**config.mk**
```make
export PLATFORM = sky130hd
export DESIGN_NAME = cacheline_burst_arbiter_flat
export DESIGN_NICKNAME = d
export VERILOG_FILES = /design/src/rtl/cacheline_burst_arbiter_if.sv /design/src/rtl/cacheline_burst_arbiter.sv /design/src/flat_wrapper.sv
export SDC_FILE = /design/constraint.sdc
export NUM_CORES = 1
export LEC_CHECK = 0
export CORE_AREA = 8 8 388 390
export CTS_CLUSTER_DIAMETER = 200
export DETAILED_ROUTE_END_ITERATION = 16
export DIE_AREA = 0 0 396 398
export GPL_TIMING_DRIVEN = 0
export PLACE_DENSITY = 0.46
export SETUP_SLACK_MARGIN = 0.3
export SYNTH_ARGS = -nofsm -noshare
export SYNTH_HDL_FRONTEND = slang
export SYNTH_SLANG_ARGS = --single-unit
```
**constraint.sdc**
```tcl
create_clock -name clk -period 4.7 [get_ports clk]
set_clock_uncertainty 0.05 [all_clocks]
set_input_delay 1.41 -clock clk [delete_from_list [all_inputs] [get_ports clk]]
set_output_delay 1.41 -clock clk [all_outputs]
set_load 0.03 [all_outputs]
```
**src/rtl/cacheline_burst_arbiter_if.sv**
```systemverilog
// Bundle of the cache-side line ports and the burst-memory port served by
// cacheline_burst_arbiter. "slave" is the arbiter's view; "master" is the caches plus memory.
interface cacheline_burst_arbiter_if #(
    parameter int LINE_W  = 256,
    parameter int BURST_W = 64,
    parameter int NCH     = 2
);
    logic [NCH-1:0][31:0]     dfp_addr;
    logic [NCH-1:0]           dfp_read;
    logic [NCH-1:0]           dfp_write;
    logic [NCH-1:0][LINE_W-1:0] dfp_wdata;
    logic [LINE_W-1:0]        dfp_rdata;
    logic [NCH-1:0]           dfp_resp;

    logic [31:0]              bmem_addr;
    logic                     bmem_read;
    logic                     bmem_write;
    logic [BURST_W-1:0]       bmem_wdata;
    logic                     bmem_ready;
    logic [BURST_W-1:0]       bmem_rdata;
    logic                     bmem_rvalid;

    modport slave (
        input  dfp_addr, dfp_read, dfp_write, dfp_wdata,
        output dfp_rdata, dfp_resp,
        output bmem_addr, bmem_read, bmem_write, bmem_wdata,
        input  bmem_ready, bmem_rdata, bmem_rvalid
    );

    modport master (
        output dfp_addr, dfp_read, dfp_write, dfp_wdata,
        input  dfp_rdata, dfp_resp,
        input  bmem_addr, bmem_read, bmem_write, bmem_wdata,
        output bmem_ready, bmem_rdata, bmem_rvalid
    );
endinterface

```
**src/rtl/cacheline_burst_arbiter.sv**
```systemverilog
// Round-robin arbiter that turns whole cache-line reads/writes from NCH channels
// into BEATS-long bursts on one burst memory port.
module cacheline_burst_arbiter #(
    parameter int LINE_W  = 256,
    parameter int BURST_W = 64,
    parameter int NCH     = 2
) (
    input  logic                       clk,
    input  logic                       rst,
    cacheline_burst_arbiter_if.slave   bus
);
    localparam int BEATS = LINE_W / BURST_W;
    localparam int CNT_W = (BEATS > 1) ? $clog2(BEATS) : 1;
    localparam int PTR_W = (NCH > 1) ? $clog2(NCH) : 1;

    typedef enum logic [2:0] {IDLE, RD_REQ, RD_DATA, WR_DATA, DONE} state_t;

    state_t             state_q, state_d;
    logic [PTR_W-1:0]   rr_ptr_q, rr_ptr_d;
    logic [PTR_W-1:0]   grant_q, grant_d;
    logic [CNT_W-1:0]   cnt_q, cnt_d;
    logic [31:0]        addr_q, addr_d;
    logic [LINE_W-1:0]  wline_q, wline_d;
    logic [LINE_W-1:0]  line_q, line_d;

    logic [NCH-1:0]     pending;
    logic [BURST_W-1:0] wbeat [BEATS];
    logic               found;
    logic [PTR_W-1:0]   sel;
    logic [PTR_W-1:0]   cand;

    logic               bmem_read_c, bmem_write_c;
    logic [31:0]        bmem_addr_c;
    logic [BURST_W-1:0] bmem_wdata_c;
    logic [NCH-1:0]     dfp_resp_c;

    for (genvar gi = 0; gi < NCH; gi++) begin : g_pending
        assign pending[gi] = bus.dfp_read[gi] | bus.dfp_write[gi];
    end

    for (genvar gi = 0; gi < BEATS; gi++) begin : g_wbeat
        assign wbeat[gi] = wline_q[gi*BURST_W +: BURST_W];
    end

    // First pending channel at or after rr_ptr, wrapping around.
    always_comb begin
        found = 1'b0;
        sel   = '0;
        cand  = '0;
        for (int i = 0; i < NCH; i++) begin
            cand = PTR_W'((int'(rr_ptr_q) + i) % NCH);
            if (!found && pending[cand]) begin
                found = 1'b1;
                sel   = cand;
            end
        end
    end

    always_comb begin
        state_d      = state_q;
        rr_ptr_d     = rr_ptr_q;
        grant_d      = grant_q;
        cnt_d        = cnt_q;
        addr_d       = addr_q;
        wline_d      = wline_q;
        line_d       = line_q;
        bmem_read_c  = 1'b0;
        bmem_write_c = 1'b0;
        bmem_addr_c  = '0;
        bmem_wdata_c = '0;
        dfp_resp_c   = '0;

        unique case (state_q)
            IDLE: begin
                if (found) begin
                    grant_d = sel;
                    addr_d  = bus.dfp_addr[sel];
                    wline_d = bus.dfp_wdata[sel];
                    cnt_d   = '0;
                    state_d = bus.dfp_read[sel] ? RD_REQ : WR_DATA;
                end
            end
            RD_REQ: begin
                bmem_read_c = 1'b1;
                bmem_addr_c = addr_q;
                if (bus.bmem_ready) begin
                    cnt_d   = '0;
                    state_d = RD_DATA;
                end
            end
            RD_DATA: begin
                if (bus.bmem_rvalid) begin
                    line_d[cnt_q*BURST_W +: BURST_W] = bus.bmem_rdata;
                    cnt_d = cnt_q + 1'b1;
                    if (cnt_q == CNT_W'(BEATS - 1)) begin
                        state_d = DONE;
                    end
                end
            end
            WR_DATA: begin
                bmem_write_c = 1'b1;
                bmem_addr_c  = addr_q;
                bmem_wdata_c = wbeat[cnt_q];
                if (bus.bmem_ready) begin
                    cnt_d = cnt_q + 1'b1;
                    if (cnt_q == CNT_W'(BEATS - 1)) begin
                        state_d = DONE;
                    end
                end
            end
            DONE: begin
                dfp_resp_c[grant_q] = 1'b1;
                rr_ptr_d = (grant_q == PTR_W'(NCH - 1)) ? '0 : grant_q + 1'b1;
                state_d  = IDLE;
            end
            default: state_d = IDLE;
        endcase
    end

    always_ff @(posedge clk) begin
        if (rst) begin
            state_q  <= IDLE;
            rr_ptr_q <= '0;
            grant_q  <= '0;
            cnt_q    <= '0;
            addr_q   <= '0;
            wline_q  <= '0;
            line_q   <= '0;
        end else begin
            state_q  <= state_d;
            rr_ptr_q <= rr_ptr_d;
            grant_q  <= grant_d;
            cnt_q    <= cnt_d;
            addr_q   <= addr_d;
            wline_q  <= wline_d;
            line_q   <= line_d;
        end
    end

    assign bus.bmem_read  = bmem_read_c;
    assign bus.bmem_write = bmem_write_c;
    assign bus.bmem_addr  = bmem_addr_c;
    assign bus.bmem_wdata = bmem_wdata_c;
    assign bus.dfp_resp   = dfp_resp_c;
    // The line buffer only changes in RD_DATA, so it doubles as the stable read result.
    assign bus.dfp_rdata  = line_q;
endmodule

```
**src/flat_wrapper.sv**
```systemverilog
// flat-port wrapper written by rule: the top's interface ports become plain ports
module cacheline_burst_arbiter_flat 
#(
    parameter int LINE_W  = 256,
    parameter int BURST_W = 64,
    parameter int NCH     = 2
)
  (clk, rst, bus_dfp_addr, bus_dfp_read, bus_dfp_write, bus_dfp_wdata, bus_dfp_rdata, bus_dfp_resp, bus_bmem_addr, bus_bmem_read, bus_bmem_write, bus_bmem_wdata, bus_bmem_ready, bus_bmem_rdata, bus_bmem_rvalid);
  cacheline_burst_arbiter_if #(.LINE_W(LINE_W), .BURST_W(BURST_W), .NCH(NCH)) bus_i ();
  input  logic clk;
  input  logic rst;
  input wire logic [$bits(bus_i.dfp_addr)-1:0] bus_dfp_addr;
  input wire logic [$bits(bus_i.dfp_read)-1:0] bus_dfp_read;
  input wire logic [$bits(bus_i.dfp_write)-1:0] bus_dfp_write;
  input wire logic [$bits(bus_i.dfp_wdata)-1:0] bus_dfp_wdata;
  output wire logic [$bits(bus_i.dfp_rdata)-1:0] bus_dfp_rdata;
  output wire logic [$bits(bus_i.dfp_resp)-1:0] bus_dfp_resp;
  output wire logic [$bits(bus_i.bmem_addr)-1:0] bus_bmem_addr;
  output wire logic [$bits(bus_i.bmem_read)-1:0] bus_bmem_read;
  output wire logic [$bits(bus_i.bmem_write)-1:0] bus_bmem_write;
  output wire logic [$bits(bus_i.bmem_wdata)-1:0] bus_bmem_wdata;
  input wire logic [$bits(bus_i.bmem_ready)-1:0] bus_bmem_ready;
  input wire logic [$bits(bus_i.bmem_rdata)-1:0] bus_bmem_rdata;
  input wire logic [$bits(bus_i.bmem_rvalid)-1:0] bus_bmem_rvalid;
  assign bus_i.dfp_addr = bus_dfp_addr;
  assign bus_i.dfp_read = bus_dfp_read;
  assign bus_i.dfp_write = bus_dfp_write;
  assign bus_i.dfp_wdata = bus_dfp_wdata;
  assign bus_dfp_rdata = bus_i.dfp_rdata;
  assign bus_dfp_resp = bus_i.dfp_resp;
  assign bus_bmem_addr = bus_i.bmem_addr;
  assign bus_bmem_read = bus_i.bmem_read;
  assign bus_bmem_write = bus_i.bmem_write;
  assign bus_bmem_wdata = bus_i.bmem_wdata;
  assign bus_i.bmem_ready = bus_bmem_ready;
  assign bus_i.bmem_rdata = bus_bmem_rdata;
  assign bus_i.bmem_rvalid = bus_bmem_rvalid;
  cacheline_burst_arbiter #(.LINE_W(LINE_W), .BURST_W(BURST_W), .NCH(NCH)) u_core (.clk(clk), .rst(rst), .bus(bus_i));
endmodule
```
==> impl_metrics.csv <==
group,metric,value,unit
critical_path,startpoint,"u_core.cnt_q[0]",
finish,layout_common_cells,"911 x clkdlybuf4s50_1, 844 x nand2_1, 549 x dfxtp_1, 292 x nor2_1, 280 x a311oi_2",
sta,rsz0062_at_grt,"yes",
detailed_routing,top_layer,"met5",
clock_tree,cts_tree,"done",
clock_tree,clk_pin_slew,60,ps
die,die_h,398,um
die,rows,140,
clock_tree,cts-hold-fix-buffers,0,
place,dp_hpwl,143400,um
hold_path,hold_start,"u_core.bus.dfp_rdata[165]",
critical_path,startpoint_type,"flip-flop",
critical_path,crit_path_end,"bus_bmem_wdata[56]",
critical_path,cp_max_fo,10,
sta,setup_viol,0,
clock_tree,worstSkewPairLatency,660,ps
logic_synthesis,ys_seq_elements,551,
logic_synthesis,syn-num-nets,3652,
clock_tree,cts_buffers,73,
critical_path,r2r_slack,730,ps
critical_path,critPathSlowestCell,"mux4_2",
sta,maxSlewHeadroom,0.08618,
critical_path,r2r_start,"u_core.cnt_q[1]",
logic_synthesis,yosysWarnings,0,
detailed_routing,drc,0,
logic_synthesis,synthDistinctLibCells,35,
detailed_routing,drtIter0Drc,1562,
pwr,leakagePower,14.80,nW
global_routing,grt_overflow,0,
clock_tree,clock-sinks,551,
sta,fin_crit_sh,0.9081,
critical_path,worst-path-buf-inv,3,
finish,finalNonFillerCells,6083,
sta,layout_setup_ws,432.1,ps
detailed_routing,met2WireLength,85680,um
finish,layout.cells.most_common,"clkdlybuf4s50_1",
logic_synthesis,ys_seq_area_frac,0.4240,
sta,tightest_slew,1371,ps
global_routing,grt_pass1_wl,236300,um
critical_path,reg2regPathDepth,9,
job,cap_violations,0,
detailed_routing,avgViaCountPerCell,4.566,
global_routing,first_global_vias,28490,
detailed_routing,drt-met1-wl,69170,um
die,core_area,144500,um2
finish,area_growth,58.23,%
finish,nets,4731,
place,port_buffers,1003,
die,ios,1004,
detailed_routing,ant_nets,0,
clock_tree,htreeDepth,3,
global_routing,grt_max_degree,13,
clock_tree,cts_root_buf,"clkbuf_16",
finish,fin_area,41160,um2
critical_path,worstPathRequired,3240,ps
die,start_util,0.1800,
finish,fillCellCount,15620,
critical_path,crit_family,"buffers and inverters",
critical_path,crit_type,"reg2out",
detailed_routing,drtPass1Iterations,5,
global_routing,grt_usage,0.2106,
logic_synthesis,netlist_instances,2998,
critical_path,worstPathArrival,2810,ps
pwr,power_density,364.1,nW/um2
critical_path,end_kind,"primary output",
outcome,outcome,"completed",
global_routing,antenna_found_initial,53,
clock_tree,clockBufferDepth,3,
detailed_routing,finalWirelength,174500,um
place,place_ws,-762.2,ps
logic_synthesis,syn_area,26010,um2
detailed_routing,vias,27780,
critical_path,max_stage_delay,520,ps
detailed_routing,wl_per_cell,28.68,um
place,dpl_cell_area,38490,um2
sta,fmax,234.3,MHz
sta,fin_crit,4268,ps
hold_path,min-delay-path-class,"reg2reg",
place,gp_congestion,0.9240,
critical_path,rr_endpoint,"u_core.bus.dfp_rdata[42]",
die,fp.dieW,396,um
logic_synthesis,syn_avg_cell_area,8.677,um2
place,placed_cells_incl_taps,5919,
die,die_area,157600,um2
critical_path,cp.depth,5,
critical_path,crit_chain,"buf_8 -> buf_6 -> mux4_2 -> and3_1 -> dlygate4sd2_1",
detailed_routing,met3_length,14070,um
pwr,ir_drop,0.0002138,V
finish,drive_gt1_frac,0.1477,
sta,hold_viol,0,
sta,slew_viol_final,0,
[cells by family after synthesis]
group,after synthesis,synth area share
multiplexers,66,0.05618
buffers and inverters,307,0.05714
AND/OR/NAND/NOR,1512,0.2428
flip-flops,551,0.4240
AO/OA/AOI/OAI,556,0.2170
adder cells (fa/ha/maj),6,0.002886
[tightest hold or removal path: stages, from the launching register on]
cell,delay [ps]
dfxtp_1,300
nand2_1,50
a21oi_1,50
[cell usage after synthesis (all sizes together)]
library cell	instances	area, um2
o22a	1	8.760
ha	6	75.07
o221ai	1	8.760
and2	37	231.5
clkbuf	196	735.7
a21oi	258	1291
buf	107	735.7
o22ai	1	12.51
o21ai	2	10.01
nor3b	3	22.52
nand2	844	3168
nor4bb	1	10.01
nor3	3	20.02
mux2i	2	20.02
and3b	2	17.52
a211oi	1	7.510
inv	4	15.01
o31ai	2	15.01
a311oi	288	4274
nand3	257	1286
or4	3	26.27
nor2b	2	12.51
and3	66	412.9
nor4	1	6.260
dfxtp	551	11030
a22oi	1	7.510
nor2	293	1102
mux4	64	1441
a221oi	1	8.760
[worst min-delay path by stage]
stage	to	slack (ps)	depth (start not counted)
global placement	u_core.bus.dfp_rdata[119]	390	2
CTS	u_core.bus.dfp_rdata[36]	400	2
floorplan	u_core.addr_q[0]	420	2
detailed placement	u_core.bus.dfp_rdata[36]	390	2
finish	u_core.bus.dfp_rdata[165]	400	2
global route	u_core.bus.dfp_rdata[191]	410	2
[power by group]
group / total, mW / switching, mW / internal [mW]
registers: 5.42 / 0.330 / 5.09
clock network: 6.07 / 2.42 / 3.66
logic: 3.50 / 2.02 / 1.48
[flip-flops by register name, indices dropped and copies added, names as in the netlist]
signal                count
u_core.state_q            3
u_core.cnt_q              2
u_core.bus.dfp_rdata    256
u_core.wline_q          256
u_core.grant_q            1
u_core.rr_ptr_q           1
u_core.addr_q            32
[repair_timing]
item | 4_1_cts | 5_1_grt
gates resized for setup | 147 | 24
setup buffers | 0 | 0
setup endpoints to repair | 375 | 23
pin swaps | 0 | 0
[routing by layer]
layer  track usage  up-vias
met5             0        -
met4       0.07035       28
met3       0.06354      241
met2        0.3668     1121
met1        0.2459    13650
li1              -    12730
[layout make-up]
class	instances	area (um2)	share of cell area
timing repair buffer	1004	9982	0.2425
clock buffer	104	2116	0.05140
sequential	551	11040	0.2682
tap	1917	2399	0.05827
buffer	303	1597	0.03879
multi-input combinational	2140	13500	0.3279
clock inverter	31	444.2	0.01079
inverter	4	15.01	0.0003648
antenna	29	72.57	0.001763
[stage by stage]
step / setup TNS [ps] / total power [mW] / util / hold WS, ps
after global placement: -229650 / 9.013 / 0.2661 / 388.1
after detailed placement: -171630 / 9.044 / 0.2663 / 392.8
after global routing: 0 / 15.57 / 0.2846 / 412.5
after CTS: 0 / 15.18 / 0.2842 / 400.2
final: 0 / 14.99 / 0.2848 / 400.8
after floorplan: 0 / 7.274 / - / 421.8
No activity file was read; power rests on OpenSTA's default activity.
